`config.mk`:
```
export PLATFORM = sky130hd
export DESIGN_NAME = parking_lot_monitor
export DESIGN_NICKNAME = d
export VERILOG_FILES = /design/src/rtl/parking_lot_monitor.sv
export SDC_FILE = /design/constraint.sdc
export NUM_CORES = 1
export LEC_CHECK = 0
export BUFFER_PORTS_ARGS = -buffer_cell sky130_fd_sc_hd__buf_4
export CAP_MARGIN = 40
export CORE_UTILIZATION = 62
export CTS_CLUSTER_DIAMETER = 40
export DETAILED_ROUTE_END_ITERATION = 7
export GPL_TIMING_DRIVEN = 0
export PLACE_DENSITY = 0.9
export SYNTH_ARGS = -nofsm -noshare
export SYNTH_HDL_FRONTEND = slang
export SYNTH_SLANG_ARGS = --single-unit
```
`constraint.sdc`:
```
create_clock -name clk -period 9.9 [get_ports clk]
set_clock_uncertainty 0.1 [all_clocks]
set_input_delay 0.495 -clock clk [delete_from_list [all_inputs] [get_ports clk]]
set_output_delay 0.495 -clock clk [all_outputs]
set_load 0.01 [all_outputs]
```
`src/rtl/parking_lot_monitor.sv`:
```
// Multi-lane parking-lot monitor: one reversible entry/exit FSM per lane
// feeding a shared saturating occupancy counter with full/empty/sticky err.
module parking_lot_monitor #(
  parameter int LANES    = 2,
  parameter int CAPACITY = 16,
  parameter int CNT_W    = $clog2(CAPACITY + 1)
) (
  input  logic             clk,
  input  logic             reset,
  input  logic [LANES-1:0] a,
  input  logic [LANES-1:0] b,
  input  logic             clr_err,
  output logic [LANES-1:0] enter,
  output logic [LANES-1:0] exit,
  output logic [CNT_W-1:0] count,
  output logic             full,
  output logic             empty,
  output logic             err
);

  localparam logic [2:0] S_EMPTY = 3'd0;
  localparam logic [2:0] S_IN1   = 3'd1;
  localparam logic [2:0] S_IN2   = 3'd2;
  localparam logic [2:0] S_IN3   = 3'd3;
  localparam logic [2:0] S_OUT1  = 3'd4;
  localparam logic [2:0] S_OUT2  = 3'd5;
  localparam logic [2:0] S_OUT3  = 3'd6;

  // Room for count plus/minus LANES with a sign bit to spare.
  localparam int SUM_W = CNT_W + $clog2(LANES + 1) + 2;
  localparam logic signed [SUM_W-1:0] CAP_S = SUM_W'(CAPACITY);

  logic [2:0]              state     [LANES];
  logic [2:0]              state_nxt [LANES];
  logic [LANES-1:0]        enter_raw;
  logic [LANES-1:0]        exit_raw;
  logic signed [SUM_W-1:0] delta;
  logic signed [SUM_W-1:0] cnt_sum;
  logic                    clamp;

  function automatic logic signed [SUM_W-1:0] popcount(input logic [LANES-1:0] v);
    logic signed [SUM_W-1:0] n;
    n = '0;
    for (int i = 0; i < LANES; i++) n = n + signed'(SUM_W'(v[i]));
    return n;
  endfunction

  function automatic logic is_clamped(input logic signed [SUM_W-1:0] v);
    return (v > CAP_S) || v[SUM_W-1];
  endfunction

  function automatic logic [CNT_W-1:0] sat_count(input logic signed [SUM_W-1:0] v);
    if (v > CAP_S)   return CNT_W'(CAPACITY);
    if (v[SUM_W-1])  return '0;
    return v[CNT_W-1:0];
  endfunction

  always_comb begin
    enter_raw = '0;
    exit_raw  = '0;
    for (int i = 0; i < LANES; i++) begin
      state_nxt[i] = state[i];
      case (state[i])
        S_EMPTY: case ({a[i], b[i]})
          2'b10:   state_nxt[i] = S_IN1;
          2'b01:   state_nxt[i] = S_OUT1;
          default: ;
        endcase
        S_IN1: case ({a[i], b[i]})
          2'b11:        state_nxt[i] = S_IN2;
          2'b00, 2'b01: state_nxt[i] = S_EMPTY;
          default: ;
        endcase
        S_IN2: case ({a[i], b[i]})
          2'b01:   state_nxt[i] = S_IN3;
          2'b10:   state_nxt[i] = S_IN1;
          2'b00:   state_nxt[i] = S_EMPTY;
          default: ;
        endcase
        S_IN3: case ({a[i], b[i]})
          2'b00: begin
            state_nxt[i] = S_EMPTY;
            enter_raw[i] = 1'b1;
          end
          2'b11:   state_nxt[i] = S_IN2;
          default: ;
        endcase
        S_OUT1: case ({a[i], b[i]})
          2'b11:        state_nxt[i] = S_OUT2;
          2'b00, 2'b10: state_nxt[i] = S_EMPTY;
          default: ;
        endcase
        S_OUT2: case ({a[i], b[i]})
          2'b10:   state_nxt[i] = S_OUT3;
          2'b01:   state_nxt[i] = S_OUT1;
          2'b00:   state_nxt[i] = S_EMPTY;
          default: ;
        endcase
        S_OUT3: case ({a[i], b[i]})
          2'b00: begin
            state_nxt[i] = S_EMPTY;
            exit_raw[i]  = 1'b1;
          end
          2'b11:   state_nxt[i] = S_OUT2;
          default: ;
        endcase
        default: state_nxt[i] = S_EMPTY;
      endcase
    end
  end

  // Pulses are suppressed while reset is held so no event leaks out of reset.
  assign enter = enter_raw & {LANES{~reset}};
  assign exit  = exit_raw  & {LANES{~reset}};

  assign delta   = popcount(enter) - popcount(exit);
  assign cnt_sum = signed'(SUM_W'(count)) + delta;
  assign clamp   = is_clamped(cnt_sum);

  // Register stage: lane states, occupancy and sticky error.
  always_ff @(posedge clk) begin
    if (reset) begin
      for (int i = 0; i < LANES; i++) state[i] <= S_EMPTY;
      count <= '0;
      err   <= 1'b0;
    end else begin
      for (int i = 0; i < LANES; i++) state[i] <= state_nxt[i];
      count <= sat_count(cnt_sum);
      err   <= clamp | (err & ~clr_err);
    end
  end

  assign full  = (count == CNT_W'(CAPACITY));
  assign empty = (count == '0);

endmodule

```
[Word level (Yosys, flattened, before mapping)]
Memory sizes are Yosys's and may differ from the RTL's.
Index checks and enable logic that the tools add are counted.
Word-level totals
  input bits: 7
  memories: 1
  output and inout port bits: 12
  RAM bits: 6
  register bits: 6
Cells by class
  magnitude comparators: 1
  muxes and demuxes: 36
  add/sub/neg operators: 4
  equal/unequal tests: 19
  bitwise operators: 8
  reduce and logical (&&, ||, !) cells: 10
Memories
  state: depth 2, width 3, rd ports 2, clocked after Yosys merged registers in 0, write ports 2, line 33  | logic [2:0] state [LANES];
Operators with widths (count)
  case mux 3 bit (2 select lines): 10
  case mux 3 bit (7 select lines): 2
  case mux 3 bit (3 select lines): 4
  two-way mux 5 bit: 4
  == test 3 bit (second input constant): 6
  two-way mux 1 bit: 14
  == test 3 x 2 -> 1 bit (second input constant): 4
  == test 2 bit (second input constant): 4
  OR reduction 2 bit: 4
  adder 6 x 3 -> 7 bit: 1
  > comparator 7 x 6 -> 1 bit (second input constant): 1
  == test 3 x 1 -> 1 bit (second input constant): 2
  logical NOT 3 bit: 2
  two-way mux 3 bit: 2
  == test 5 bit (second input constant): 1
  logical NOT 5 bit: 1
  adder 1 x 1 -> 2 bit: 2
  AND 2 bit: 2
  == test 2 x 1 -> 1 bit (second input constant): 2
  logical NOT 2 bit: 2
  OR 1 bit: 3
  subtractor 2 x 2 -> 3 bit: 1
  NOT 1 bit: 2
  AND 1 bit: 1
  logical OR 1 bit: 1

[Logic depth before layout (Yosys ltp)]
  depth after elaboration: 14
  depth in mapped cells: 16
  mapped depth without buffers: 16

[Worst setup path after synthesis]
Ideal clock, no wire load.
  kind: input port to flip-flop
  start point: input port a[0]
  end point: register err
  path slack: 5.837 ns
  data arrival time: 3.838 ns
  path buffers: 0
  stages on the path: 15
  path through: inv_1 ha_1 nand2_1 nor2_1 fa_1 inv_1 ha_1 inv_1 ha_1 fa_1 inv_1 a311o_1 a2111oi_4 a221oi_2 o41a_1
On the way
  cells in the longest elaborated chain, start to end: 10
  elaborated cells on any way between the ends: 13
  classes of those cells: 4 x add/sub; 1 x order compare; 3 x mux; 3 x bitwise; 2 x reduce/logical
Ends and longest elaborated chain
  from (decl): line 10  | input logic [LANES-1:0] a,
  logical NOT 2 bit *: line 99  | S_OUT3: case ({a[i], b[i]})
  two-way mux 1 bit *: line 99
  two-way mux 1 bit *: line 63  | case (state[i])
  AND 2 bit *: line 114  | assign exit = exit_raw & {LANES{~reset}};
  named net exit[0]: line 14  | output logic [LANES-1:0] exit,
  adder 1 x 1 -> 2 bit *: line 44  | for (int i = 0; i < LANES; i++) n = n + signed'(SUM_W'(v[i]));
  subtractor 2 x 2 -> 3 bit *: line 116  | assign delta = popcount(enter) - popcount(exit);
  adder 6 x 3 -> 7 bit *: line 117  | assign cnt_sum = signed'(SUM_W'(count)) + delta;
  > comparator 7 x 6 -> 1 bit: line 49  | return (v > CAP_S) || v[SUM_W-1];
  logical OR 1 bit *: line 49
  OR 1 bit *: line 129  | err <= clamp | (err & ~clr_err);
  to (signal assigned): line 129
  to (decl): line 18  | output logic err
The timed path passes the listed nets; every way through them passes the cells marked *.
A chain may end at the register's enable or synchronous reset.

==> metrics.md <==
| Metric | Value |
|---|---|
| Cts hold-fix bufs | 0 |
| GPL Wtd Cong | a little under 1 |
| Crit path kind | register to register |
| Post-synth cell types | between 60 and 70 |
| CTS Sinks | 12 |
| Hold EP | state[0][3] |
| Cell with the most instances after synthesis | inv_1 |
| Pleak | slightly above 0.7 nW |
| Hold Path Depth | 2 |
| Clock Latency Late Sink | ~0.28 ns |
| Post-synth EDFFs | 0 |
| R2R Path Start | state[0][1] |
| Fin. max-slew vios | 0 |
| RSZ-0062 raised after global routing | false |
| Hold Crit Class | primary input to register |
| Synthesis-stage register bit count | 12 |
| Ys async rst share | 0 |
| Sequential area share after synthesis | 0.168 |
| Fmax | between 200 and 250 MHz |
| ANT cells | 0 |
| Max VDD drop | around 0.0001 V |
| Synth warn | 0 |
| CP Capture Type | register |
| Mapped cell area | approximately 0.0014 mm² |
| Clock buffer depth | 2 |
| DP Wirelength | 2530 µm |
| Status | finished, final reports clean |
| Total Nets Final | 225 |
| Area leader, netlist | dfxtp_1 |
| Worst-Margin Slew | 0.620 ns |
| Clock root cell | clkbuf_4 |
| Vias | 1,389 |
| # IOs | 19 |
| Final Setup Violations | 0 |
| ANT nets after route | 0 |
| First-pass DRT Iterations | 4 |
| Setup bufs post-CTS | 0 |
| Vias in the first global route | 1,319 |
| Area growth from synthesis to final layout | 13.9% |
| Total GRT Usage | 0.283 |
| WL met1 | roughly 1500 µm |
| Die Height | 50.1 µm |
| FILL cells | 170 |
| Slowest-stage cell, CP | fa_1 |
| # DRC | 0 |
| FF/Latch Area | between 200 and 250 µm² |
| Reg2reg setup slack | approximately 5.5 ns |
| Total core area | between 0.002 and 0.0025 mm² |
| DR vias/cell | roughly 6.1 |
| PortBufs | 17 |
| Reg2Reg Depth | 15 |
| CP startpoint kind | register |
| Post-route setup TNS | 0 ns |
| Crit path top cell by count | inv_1 |
| H-Tree Depth | 1 |
| Post-synth top cells | inv_1 (17), ha_1 (15), dfxtp_1 (12), nand2_1 (12), nor2_1 (12) |
| Syn nets | ~200 |
| Clock buffer count from CTS | 3 |
| Pwr Density | between 100 and 150 mW/mm² |
| Largest net degree at the start of global routing | 11 |
| CTS tree | yes |
| Post-layout util | 0.745 |
| Critical Path RT | about 10 ns |
| Multi-input logic area | 0.00106 mm² |
| Routed WL | 3290 µm |
| Avg Inst Size Synth | approximately 8 µm² |
| Slew margin rel. | 0.583 |
| Max Fanout on Critical Path | 10 |
| Wirelength per Cell | about 14 µm |
| Die area | 0.00251 mm² |
| Gr ovfl total | 0 |
| Clock slew at reported path FFs | approximately 0.080 ns |
| Die W | 50.1 µm |
| Initial Utilization | 0.654 |
| Fin. Hold Viols | 0 |
| Worst stage delay on the critical path | about 0.55 ns |
| Post-CTS Resized | 0 |
| Cell count after synthesis | 179 |
| Final min period | ~4.4 ns |
| Most common flop cell mapped by yosys | dfxtp_1 |
| Period utilization | 0.441 |
| Met3 WL post-DR | about 110 µm |
| Starting DRC count in detailed routing | 21 |
| Yosys top cell area share | 0.168 |
| Reg-to-Reg End | err |
| Met2 Wirelength | roughly 1600 µm |
| Top cells by area, synth | dfxtp_1 (17%), ha_1 (13%), inv_1 (4.5%) |
| # rows | 17 |
| Initial antenna violation count | 0 |
| Max Cap Violations | 0 |
| Worst Path Arrival | 4.43 ns |
| Layout cell share with drive strength beyond 1 | 0.190 |
| Critical path, cell by cell | clkbuf_1, nor2b_1, nand2_1, nor2_1, fa_1, inv_1, ha_1, inv_1, ha_1, fa_1, inv_1, a311o_1, a2111oi_4, a221oi_2, o41a_1 |
| Top Metal Used | met4 |
| First-pass GRT wire length | ~5500 µm |
| Min-delay src | reset |
==> through the flow <==
step                hold slack (ns)  instances  area [µm²]  power, W  worst slack, ns
finish                        0.327        228        1630  0.000180             5.54
global route                  0.335        228        1630  0.000192             5.34
CTS                           0.330        228        1630  0.000178             5.56
detailed placement            0.500        224        1600  0.000139             5.51
global placement              0.484        224        1600  0.000134             5.61
floorplan                     0.423        179        1430  0.000121             5.84
==> cell type report <==
| cell class | instances | area share |
|---|---|---|
| inverters | 18 | 0.0414 |
| plain buffers | 9 | 0.0414 |
| clock buffers | 4 | 0.0222 |
| repair buffers | 17 | 0.0782 |
| well taps | 28 | 0.0215 |
| multi-input cells | 140 | 0.648 |
| flip-flops and latches | 12 | 0.147 |
==> cells by family (layout without fill, tap and decap cells) <==
logic type / Yosys count / after routing / share of synthesized area
compound gates: 45 / 45 / 0.245
simple gates: 73 / 73 / 0.301
flops: 12 / 12 / 0.168
fa+ha+maj: 17 / 17 / 0.159
mux: 2 / 2 / 0.0140
xor+xnor: 3 / 3 / 0.0183
buf+inv: 27 / 48 / 0.0943
==> report_power, final <==
part           internal [W]  switching, W  total (W)
clock network     0.0000224     0.0000173  0.0000397
registers         0.0000546    0.00000672  0.0000614
logic             0.0000323     0.0000464  0.0000786
==> worst max-delay path by stage <==
stage                      from   to  slack [ns]
finish              state[0][1]  err        5.54
floorplan                  a[0]  err        5.84
global route        state[0][4]  err        5.34
CTS                 state[0][1]  err        5.56
detailed placement         a[1]  err        5.51
global placement           a[0]  err        5.61
==> flip-flops by register name, indices dropped and copies added (netlist names) <==
| name | count |
|---|---|
| count | 5 |
| err | 1 |
| state | 6 |
==> worst max-delay path: cells and delay by family (launching register included) <==
| family | cells | cell delay, ns |
|---|---|---|
| DFF | 1 | 0.36 |
| AOI/OAI and AO/OA | 4 | 1.19 |
| adders and majority gates | 4 | 1.45 |
| buffers and inverters | 4 | 0.53 |
| and+or+nand+nor | 3 | 0.62 |
==> layer usage <==
layer / track usage / up-vias
li1: - / 689
met1: 0.363 / 659
met2: 0.482 / 34
met3: 0.0278 / 7
met4: 0.100 / 0
met5: 0 / -
==> cells in the final DEF, fill, tap and decap left out, drive strengths merged, types with 2 or more instances in the layout <==
cell / netlist / layout
buf: 5 / 22
inv: 18 / 18
ha: 15 / 15
nor2: 14 / 14
nand2: 12 / 12
dfxtp: 12 / 12
nor2b: 9 / 9
a21oi: 9 / 9
nor3b: 8 / 8
o21ai: 8 / 8
clkbuf: 4 / 8
nor3: 6 / 6
nand2b: 4 / 4
nor4: 3 / 3
a2bb2oi: 3 / 3
nand4: 2 / 2
and2: 2 / 2
o211ai: 2 / 2
mux2i: 2 / 2
xnor2: 2 / 2
a31oi: 2 / 2
o221ai: 2 / 2
o31ai: 2 / 2
fa: 2 / 2
a2111oi: 2 / 2
(Power assumes the default switching activity.)
